[src/rtl/impulse_accumulator_pkg.sv]
// Shared widths, FSM state type and slot record for the impulse accumulator.
package obb_pkg;

  localparam int IMP_W   = 24;
  localparam int NUDGE_W = 22;
  localparam int ROT_W   = 11;

  typedef enum logic {
    ACCUM = 1'b0,
    DRAIN = 1'b1
  } acc_state_t;

  typedef struct packed {
    logic signed [IMP_W-1:0]   imp_x;
    logic signed [IMP_W-1:0]   imp_y;
    logic signed [NUDGE_W-1:0] nudge_x;
    logic signed [NUDGE_W-1:0] nudge_y;
    logic signed [ROT_W-1:0]   rot;
  } slot_t;

endpackage

[src/rtl/impulse_accumulator_sat_add.sv]
// Signed saturating adder: clamps to the representable range instead of wrapping.
module sat_add #(
  parameter int W = 8
) (
  input  logic signed [W-1:0] a,
  input  logic signed [W-1:0] b,
  output logic signed [W-1:0] y
);

  logic [W:0] sum;

  assign sum = {a[W-1], a} + {b[W-1], b};

  // Differing top two bits of the sign-extended sum means overflow.
  always_comb begin
    y = sum[W-1:0];
    if (sum[W] != sum[W-1]) begin
      y = sum[W] ? {1'b1, {(W-1){1'b0}}} : {1'b0, {(W-1){1'b1}}};
    end
  end

endmodule

[src/rtl/impulse_accumulator.sv]
// Per-body impulse accumulator: sums collision records per slot during a frame,
// then drains every slot in index order to the OBB update stage.
module impulse_accumulator
  import obb_pkg::*;
#(
  parameter int NUM_BODIES = 8,
  parameter int ID_W       = $clog2(NUM_BODIES)
) (
  input  logic                      Clk,
  input  logic                      Reset,
  input  logic                      frame_start,
  input  logic                      in_valid,
  output logic                      in_ready,
  input  logic [ID_W-1:0]           in_id,
  input  logic signed [IMP_W-1:0]   in_impulse_x,
  input  logic signed [IMP_W-1:0]   in_impulse_y,
  input  logic signed [NUDGE_W-1:0] in_nudge_x,
  input  logic signed [NUDGE_W-1:0] in_nudge_y,
  input  logic signed [ROT_W-1:0]   in_rot,
  output logic                      out_valid,
  input  logic                      out_ready,
  output logic [ID_W-1:0]           out_id,
  output logic signed [IMP_W-1:0]   out_impulse_x,
  output logic signed [IMP_W-1:0]   out_impulse_y,
  output logic signed [NUDGE_W-1:0] out_nudge_x,
  output logic signed [NUDGE_W-1:0] out_nudge_y,
  output logic signed [ROT_W-1:0]   out_rot,
  output logic                      out_impulse_en,
  output logic                      out_last,
  output logic                      busy,
  output acc_state_t                dbg_state
);

  // Handshakes: input record transfers on in_valid && in_ready (ACCUM only);
  // drained record transfers on out_valid && out_ready (DRAIN only), and the
  // drained outputs hold steady while out_ready is low.

  localparam logic [ID_W:0]   NB      = (ID_W+1)'(NUM_BODIES);
  localparam logic [ID_W-1:0] LAST_ID = ID_W'(NUM_BODIES - 1);

  acc_state_t             state_q, state_d;
  logic [ID_W-1:0]        idx_q;
  slot_t                  slots [NUM_BODIES];
  logic [NUM_BODIES-1:0]  hit_q;

  slot_t                  cur;
  slot_t                  dsl;
  logic                   dhit;
  logic                   in_range;
  logic                   accept;
  logic                   drain_fire;
  logic                   at_last;

  logic signed [IMP_W-1:0]   s_ix, s_iy;
  logic signed [NUDGE_W-1:0] s_nx, s_ny;
  logic signed [ROT_W-1:0]   s_r;

  assign in_range   = {1'b0, in_id} < NB;
  assign accept     = (state_q == ACCUM) && in_valid && in_range;
  assign drain_fire = (state_q == DRAIN) && out_ready;
  assign at_last    = (idx_q == LAST_ID);
  assign dbg_state  = state_q;

  // Operand selection for the addressed slot and for the slot being drained.
  always_comb begin
    cur  = '0;
    dsl  = '0;
    dhit = 1'b0;
    for (int i = 0; i < NUM_BODIES; i++) begin
      if (in_id == ID_W'(i)) cur = slots[i];
      if (idx_q == ID_W'(i)) begin
        dsl  = slots[i];
        dhit = hit_q[i];
      end
    end
  end

  sat_add #(.W(IMP_W))   u_add_ix (.a(cur.imp_x),   .b(in_impulse_x), .y(s_ix));
  sat_add #(.W(IMP_W))   u_add_iy (.a(cur.imp_y),   .b(in_impulse_y), .y(s_iy));
  sat_add #(.W(NUDGE_W)) u_add_nx (.a(cur.nudge_x), .b(in_nudge_x),   .y(s_nx));
  sat_add #(.W(NUDGE_W)) u_add_ny (.a(cur.nudge_y), .b(in_nudge_y),   .y(s_ny));
  sat_add #(.W(ROT_W))   u_add_r  (.a(cur.rot),     .b(in_rot),       .y(s_r));

  always_ff @(posedge Clk or posedge Reset) begin
    if (Reset) state_q <= ACCUM;
    else       state_q <= state_d;
  end

  always_comb begin
    state_d   = state_q;
    in_ready  = 1'b0;
    out_valid = 1'b0;
    busy      = 1'b0;
    case (state_q)
      ACCUM: begin
        in_ready = 1'b1;
        if (frame_start) state_d = DRAIN;
      end
      DRAIN: begin
        out_valid = 1'b1;
        busy      = 1'b1;
        if (out_ready && at_last) state_d = ACCUM;
      end
      default: state_d = ACCUM;
    endcase
  end

  always_ff @(posedge Clk or posedge Reset) begin
    if (Reset) begin
      idx_q <= '0;
    end else if (state_q == ACCUM) begin
      idx_q <= '0;
    end else if (out_ready) begin
      idx_q <= at_last ? '0 : idx_q + ID_W'(1);
    end
  end

  // Accepting and draining never overlap, so one slot write per cycle at most.
  always_ff @(posedge Clk or posedge Reset) begin
    if (Reset) begin
      for (int i = 0; i < NUM_BODIES; i++) slots[i] <= '0;
      hit_q <= '0;
    end else begin
      for (int i = 0; i < NUM_BODIES; i++) begin
        if (accept && in_id == ID_W'(i)) begin
          slots[i] <= '{imp_x: s_ix, imp_y: s_iy, nudge_x: s_nx, nudge_y: s_ny, rot: s_r};
          hit_q[i] <= 1'b1;
        end else if (drain_fire && idx_q == ID_W'(i)) begin
          slots[i] <= '0;
          hit_q[i] <= 1'b0;
        end
      end
    end
  end

  assign out_id         = out_valid ? idx_q : '0;
  assign out_impulse_x  = out_valid ? dsl.imp_x : '0;
  assign out_impulse_y  = out_valid ? dsl.imp_y : '0;
  assign out_nudge_x    = out_valid ? dsl.nudge_x : '0;
  assign out_nudge_y    = out_valid ? dsl.nudge_y : '0;
  assign out_rot        = out_valid ? dsl.rot : '0;
  assign out_impulse_en = out_valid && dhit;
  assign out_last       = out_valid && at_last;

endmodule

[config.mk]
export PLATFORM = sky130hd
export DESIGN_NAME = impulse_accumulator
export DESIGN_NICKNAME = d
export VERILOG_FILES = /design/src/rtl/impulse_accumulator_pkg.sv /design/src/rtl/impulse_accumulator_sat_add.sv /design/src/rtl/impulse_accumulator.sv
export SDC_FILE = /design/constraint.sdc
export NUM_CORES = 2
export LEC_CHECK = 0
export BUFFER_PORTS_ARGS = -buffer_cell sky130_fd_sc_hd__buf_2
export CORE_ASPECT_RATIO = 1.1
export CORE_UTILIZATION = 59
export DETAILED_ROUTE_END_ITERATION = 16
export PLACE_DENSITY = 0.77
export RECOVER_POWER = 100
export SLEW_MARGIN = 20
export SYNTH_ARGS = -nofsm -noshare
export SYNTH_HDL_FRONTEND = slang
export SYNTH_SLANG_ARGS = --single-unit
[constraint.sdc]
create_clock -name Clk -period 74.1 [get_ports Clk]
set_input_delay 14.82 -clock Clk [delete_from_list [all_inputs] [get_ports Clk]]
set_output_delay 14.82 -clock Clk [all_outputs]
set_load 0.01 [all_outputs]
Yosys cells after proc, flatten, opt, wreduce, memory -nomap -nowiden
Index checks and enable logic that the tools add are counted.
Widths: inputs -> output; s select.
{ "op_classes": {"n_addsub": 6, "n_eq_ne": 20, "muxes": 80, "n_bitwise": 1, "n_reduce_logical": 31} }
{ "op_table": {"columns": ["op", "count"], "rows": [
  ["$mux 103", 32],
  ["$mux 24", 6],
  ["$mux 22", 6],
  ["$add 24x24->25", 2],
  ["$add 22x22->23", 2],
  ["$mux 11", 3],
  ["$mux 1", 28],
  ["$eq 3x3->1 const B", 8],
  ["$logic_and 1x1->1", 21],
  ["$reduce_bool 2->1", 8],
  ["$add 11x11->12", 1],
  ["$eq 3x2->1 const B", 4],
  ["$mux 3", 4],
  ["$eq 3x1->1 const B", 2],
  ["$logic_not 3->1", 2],
  ["$ne 1x1->1", 5],
  ["$add 3x1->3 const B", 1],
  ["$ne 2x2->1 const B", 1],
  ["$pmux 1 s2", 1],
  ["$not 1->1", 1]
]} }
{ "totals": {"reg_bits": 836, "inputBits": 111, "out_inout_bits": 112} }

Longest topological paths before layout
{ "logic_depth": {"ltp_word": 13, "ltp_mapped": 28, "ltp_nobuf": 23} }

Hierarchy
Synthesis repeated with hierarchy kept, for this count alone.
{ "hier_totals": {"cells_unflattened": 5879, "hier_area_um2": 53824.1} }
{ "by_module_without_submodules": {"columns": ["mod", "instances", "cells_per_inst", "area_per_inst_um2"], "rows": [
  ["impulse_accumulator", 1, 4853, 46365.7],
  ["sat_add (u_add_ix ...)", 2, 283, 2058.2],
  ["sat_add (u_add_nx ...)", 2, 196, 1381.3],
  ["sat_add (u_add_r)", 1, 68, 579.3]
]} }

Worst setup path before layout
OpenSTA, ideal clock, no wires.
{ "synth_timing": {"path_type": "input port to flip-flop", "from": "in in_id[1]", "to": "reg slots[134] (netlist bit)", "arrival_time_ns": 20.577, "required_ns": 73.945, "slack_ns": 53.368, "stages": 23, "path_buffers": 6, "cell_sequence": "clkbuf_1 -> clkbuf_1 -> clkbuf_1 -> clkbuf_1 -> clkbuf_1 -> mux4_2 -> mux2_2 -> ha_1 -> a211oi_1 -> o21ai_0 -> o221ai_1 -> a21oi_1 -> a21bo_2 -> a21o_1 -> a21o_1 -> xor2_1 -> ha_1 -> clkbuf_1 -> nor2_1 -> a31oi_1 -> o31ai_1 -> nor4bb_1 -> o21ai_0"} }
{ "synth_between": {"elab_chain_cells": 13, "elab_cells_between_ends": 23, "classes_between": "add/sub: 1; eq/ne: 8; mux: 11; reduce/logical: 3"} }
{ "synth_lines": {"columns": ["item", "line_no", "source"], "rows": [
  ["start, declared", "impulse_accumulator.sv:14", "input logic [ID_W-1:0] in_id,"],
  ["$logic_not 3->1", "impulse_accumulator.sv:70", "if (in_id == ID_W'(i)) cur = slots[i];"],
  ["$mux 103 (8 in series)", "impulse_accumulator.sv:70", null],
  ["$add 22x22->23", "impulse_accumulator_sat_add.sv:12", "assign sum = {a[W-1], a} + {b[W-1], b};"],
  ["$mux 22 / $ne 1x1->1 (equally long branches)", "impulse_accumulator_sat_add.sv:18, impulse_accumulator_sat_add.sv:17", null],
  ["$mux 22", "impulse_accumulator_sat_add.sv:17", "if (sum[W] != sum[W-1]) begin"],
  ["$mux 103", "impulse_accumulator.sv:125", "if (accept && in_id == ID_W'(i)) begin"],
  ["end signal, assigned by index", "impulse_accumulator.sv:126", "slots[i] <= '{imp_x: s_ix, imp_y: s_iy, nudge_x: s_nx, nudge_y: s_ny, rot: s_r};"],
  ["end, declared", "impulse_accumulator.sv:43", "slot_t slots [NUM_BODIES];"]
]} }
Several ways; a longest one is shown, not always the timed one.
A chain may end at the register's enable or synchronous reset.

Worst setup path after layout
{ "layout_timing": {"from": "in in_id[1]", "to": "reg slots[402] (netlist bit)"} }
{ "layout_between": {"elab_chain_cells": 13, "elab_cells_between_ends": 23, "classes_between": "add/sub: 1; eq/ne: 8; mux: 11; reduce/logical: 3"} }
{ "layout_lines": {"columns": ["item", "line_no"], "rows": [
  ["$logic_not 3->1", "impulse_accumulator.sv:70"],
  ["$mux 103 (8 in series)", "impulse_accumulator.sv:70"],
  ["$add 24x24->25", "impulse_accumulator_sat_add.sv:12"],
  ["$mux 24 / $ne 1x1->1 (equally long branches)", "impulse_accumulator_sat_add.sv:18, impulse_accumulator_sat_add.sv:17"],
  ["$mux 24", "impulse_accumulator_sat_add.sv:17"],
  ["$mux 103", "impulse_accumulator.sv:125"]
]} }
Several ways; a longest one is shown, not always the timed one.

==> flow_summary.yaml <==
global_route:
  grt_usage_pct: 43.05
  grt_pass1_vias: 45880
  grt_pass1_wl_mm: 280.0
  grt_overflow_total: 0
  grt_start_max_net_pins: 157
  antenna_found_initial: 3
synth:
  synth_top_flop_cell: "dfrtp_1"
  syn_area_sq_um: 49310
  postSynthCellCount: 5102
  synth_enable_flop_cells: 0
  ys_seq_area_share_pct: 42.42
  postSynthAreaPerCell_sq_um: 9.665
  synthArstFlopShare_pct: 100.0
  synth.distinct_cells: 75
  syn-num-nets: 5335
  yosysWarnings: 0
  synth-seq-cells: 836
route:
  drc: 0
  avgViaCountPerCell: 7.675
  finalWirelength_mm: 185.7
  antenna_left: 0
  drtIter0Drc: 8152
  firstDrtPassIters: 9
  num_vias: 47260
  avgRoutedWirePerCell_um: 30.16
clock_network:
  clockBufferDepth: 3
  clockRootBuffer: "clkbuf_16"
  cts_resized: 0
  cts_tree: "yes"
  clkTransAtPathRegs_ps: 60
  hold_buffers: 0
  cts_made_buffers: 88
  cts.sinks: 836
  insertion_delay_ps: 660
  cts-htree-levels: 3
  post-cts-setup-buffers: 0
power:
  swShare_pct: 45.95
  p_sw_mw: 1.119
  pwr-share-seq_pct: 31.4
  p_clk_share_pct: 19.5
  comb_power_share_pct: 49.1
  pwr_density_cell_nw_per_um2: 45.13
  p_leak_nw: 24.09
  vdd_ir_drop_max_v: 0.00004048
  p_int_mw: 1.316
finish:
  regArea_sq_um: 20920
  drive_gt1_share_pct: 13.36
  syn_to_final_growth_pct: 9.403
  nets: 5251
  final_core_util_pct: 65.55
  final.fill_count: 6582
  multi_input_area_sq_um: 26630
die:
  io_pins: 223
  fp.dieH_um: 305.2
  rows: 110
  die_w_um: 277.6
  initial_core_util_pct: 59.91
  die_area_sq_um: 84740
  core_area_sq_um: 82300
placement:
  pre_cts_slack_ps: 51980
  place_congestion: 0.9270
  io_buffers: 222
  place.detailed.hpwl_mm: 104.2
worst_setup_path:
  crit_cells: 19
  crit_end: "slots[402]"
  start_kind: "primary input"
  arrival_ps: 36620
  r2r_end: "slots[6]"
  slowest_delay_ps: 5870
  crit_type: "primary input to flop"
  cp_common_cell: "clkbuf_1"
  r2r_slack_ps: 62960
  timing.rr.start: "idx_q[2]"
  crit_chain: "clkbuf_1 -> clkbuf_1 -> nor2b_1 -> clkbuf_1 -> nand2_1 -> o22ai_1 -> a21oi_1 -> ha_1 -> a21o_1 -> a21o_1 -> a21oi_1 -> a21boi_0 -> a21oi_4 -> clkbuf_1 -> a2111oi_0 -> clkbuf_1 -> a211oi_1 -> clkbuf_1 -> a221o_1"
  r2r_cells: 7
  path_buf_inv: 6
  endpoint_kind: "flop"
  required_ps: 74690
  startpoint: "in_id[1]"
  worst-path-max-fanout: 105
  slowest_stage: "clkbuf_1"
  crit_family: "buffers and inverters"
status:
  status: "finished, violations left"
  failed_checks: "max-capacitance violations, max-slew violations"
timing:
  hold_violations: 0
  clock_skew_ps: 15.67
  max_freq_ghz: 0.02775
  min_period_ps: 36030
  rsz0062_at_grt: "false"
  setup_violations: 0
  fin_crit_sh_pct: 48.62
  worst_pin_slew_ps: 8542
  fin_tns_setup_ps: 0
  relSlewSlack_pct: -469.5
  layout_setup_ws_ps: 38070
  slew_violations: 2000
worst_hold_path:
  hold_class: "flop to flop"
run:
  maxCapViolCount: 40
==> routing by layer <==
layer | track usage [%] | up-vias | wire length, um
li1 | - | 19320 | -
met1 | 56.07 | 22930 | 66640
met2 | 64.10 | 4134 | 81490
met3 | 12.37 | 869 | 25970
met4 | 25.67 | 4 | 11570
met5 | 0 | - | 20
==> cells by family after synthesis <==
kind of cell             share of synthesized area, %
AO/OA/AOI/OAI                                   29.32
AND/OR/NAND/NOR                                 10.59
flip-flops                                      42.42
buffers and inverters                           4.298
multiplexers                                    8.810
adder cells (fa/ha/maj)                         3.172
XOR/XNOR                                        1.385
==> power by group through the flow <==
stage	Sequential (mW)	Combinational, mW	Clock (mW)
6_report	0.764	1.19	0.476
5_1_grt	0.778	1.27	0.491
4_1_cts	0.754	1.17	0.473
3_5_place_dp	0.759	1.16	0
3_3_place_gp	0.753	1.14	0
2_1_floorplan	0.716	0.789	0
==> worst min-delay path by stage <==
stage / startpoint / to / slack, ps / cells past startpoint
after floorplan: hit_q[1] / hit_q[1] / 450 / 2
after global placement: hit_q[1] / hit_q[1] / 460 / 2
after detailed placement: hit_q[1] / hit_q[1] / 470 / 2
after CTS: hit_q[5] / hit_q[5] / 480 / 1
after global routing: hit_q[5] / hit_q[5] / 510 / 1
final: hit_q[7] / hit_q[7] / 480 / 2
==> worst register-to-register path, stage by stage, from the launching register on <==
cell	delay [ps]
dfrtp_1	790
ha_1	2300
clkbuf_1	3350
clkbuf_1	2340
nand2_2	1000
buf_4	670
and3_1	410
a21o_1	150
==> sequential cells by signal, indices dropped and copies added (netlist names) <==
register and flops:
dbg_state 1, slots 824, idx_q 3, hit_q 8
==> layout by cell type (no fill, tap or decap), types with 78 or more instances in the layout <==
cell type,synthesis,final
o21ai_0,735,749
a22o_1,237,237
mux4_2,140,140
o311ai_0,104,104
a21oi_1,263,256
nand2_1,557,550
ha_1,117,117
a221oi_1,106,106
dfrtp_1,836,836
clkbuf_1,440,78
nor2_1,310,300
a221o_1,325,325
buf_2,17,186
clkbuf_16,0,91
==> cell usage after synthesis (38+ instances only) <==
| cell | number | area (sq um) |
|---|---|---|
| dfrtp_1 | 836 | 20920 |
| o21ai_0 | 735 | 3679 |
| nand2_1 | 557 | 2091 |
| clkbuf_1 | 440 | 1652 |
| a221o_1 | 325 | 3253 |
| nor2_1 | 310 | 1164 |
| a21oi_1 | 263 | 1316 |
| a22o_1 | 237 | 2076 |
| mux4_2 | 140 | 3153 |
| ha_1 | 117 | 1464 |
| a221oi_1 | 106 | 928.4 |
| o311ai_0 | 104 | 910.9 |
| and2_1 | 84 | 525.5 |
| mux2_2 | 71 | 799.5 |
| nand3_1 | 71 | 355.3 |
| inv_1 | 59 | 221.5 |
| a21o_1 | 57 | 427.9 |
| xnor2_1 | 53 | 464.2 |
| a22oi_1 | 48 | 360.4 |
| mux2i_1 | 38 | 380.4 |
==> area by class of cell <==
cell class	instances	area share (%)
Multi-Input combinational cell	3709	49.36
Sequential cell	836	38.78
Clock buffer	128	4.942
Timing Repair Buffer	322	3.247
Tap cell	1064	2.468
Clock inverter	34	0.7630
Inverter	61	0.4267
Antenna cell	3	0.01392
==> stage by stage <==
stage               hold slack (ps)  cell area (sq um)  instances  power [mW]
floorplan                     445.4              49310       5102       1.505
global placement              458.8              51130       5991       1.893
detailed placement            469.5              51130       5991       1.921
CTS                           483.2              54210       6153       2.396
global route                  507.5              53940       6154       2.543
finish                        483.9              53950       6157       2.435
Note: power is estimated with default switching activity, not from simulation.
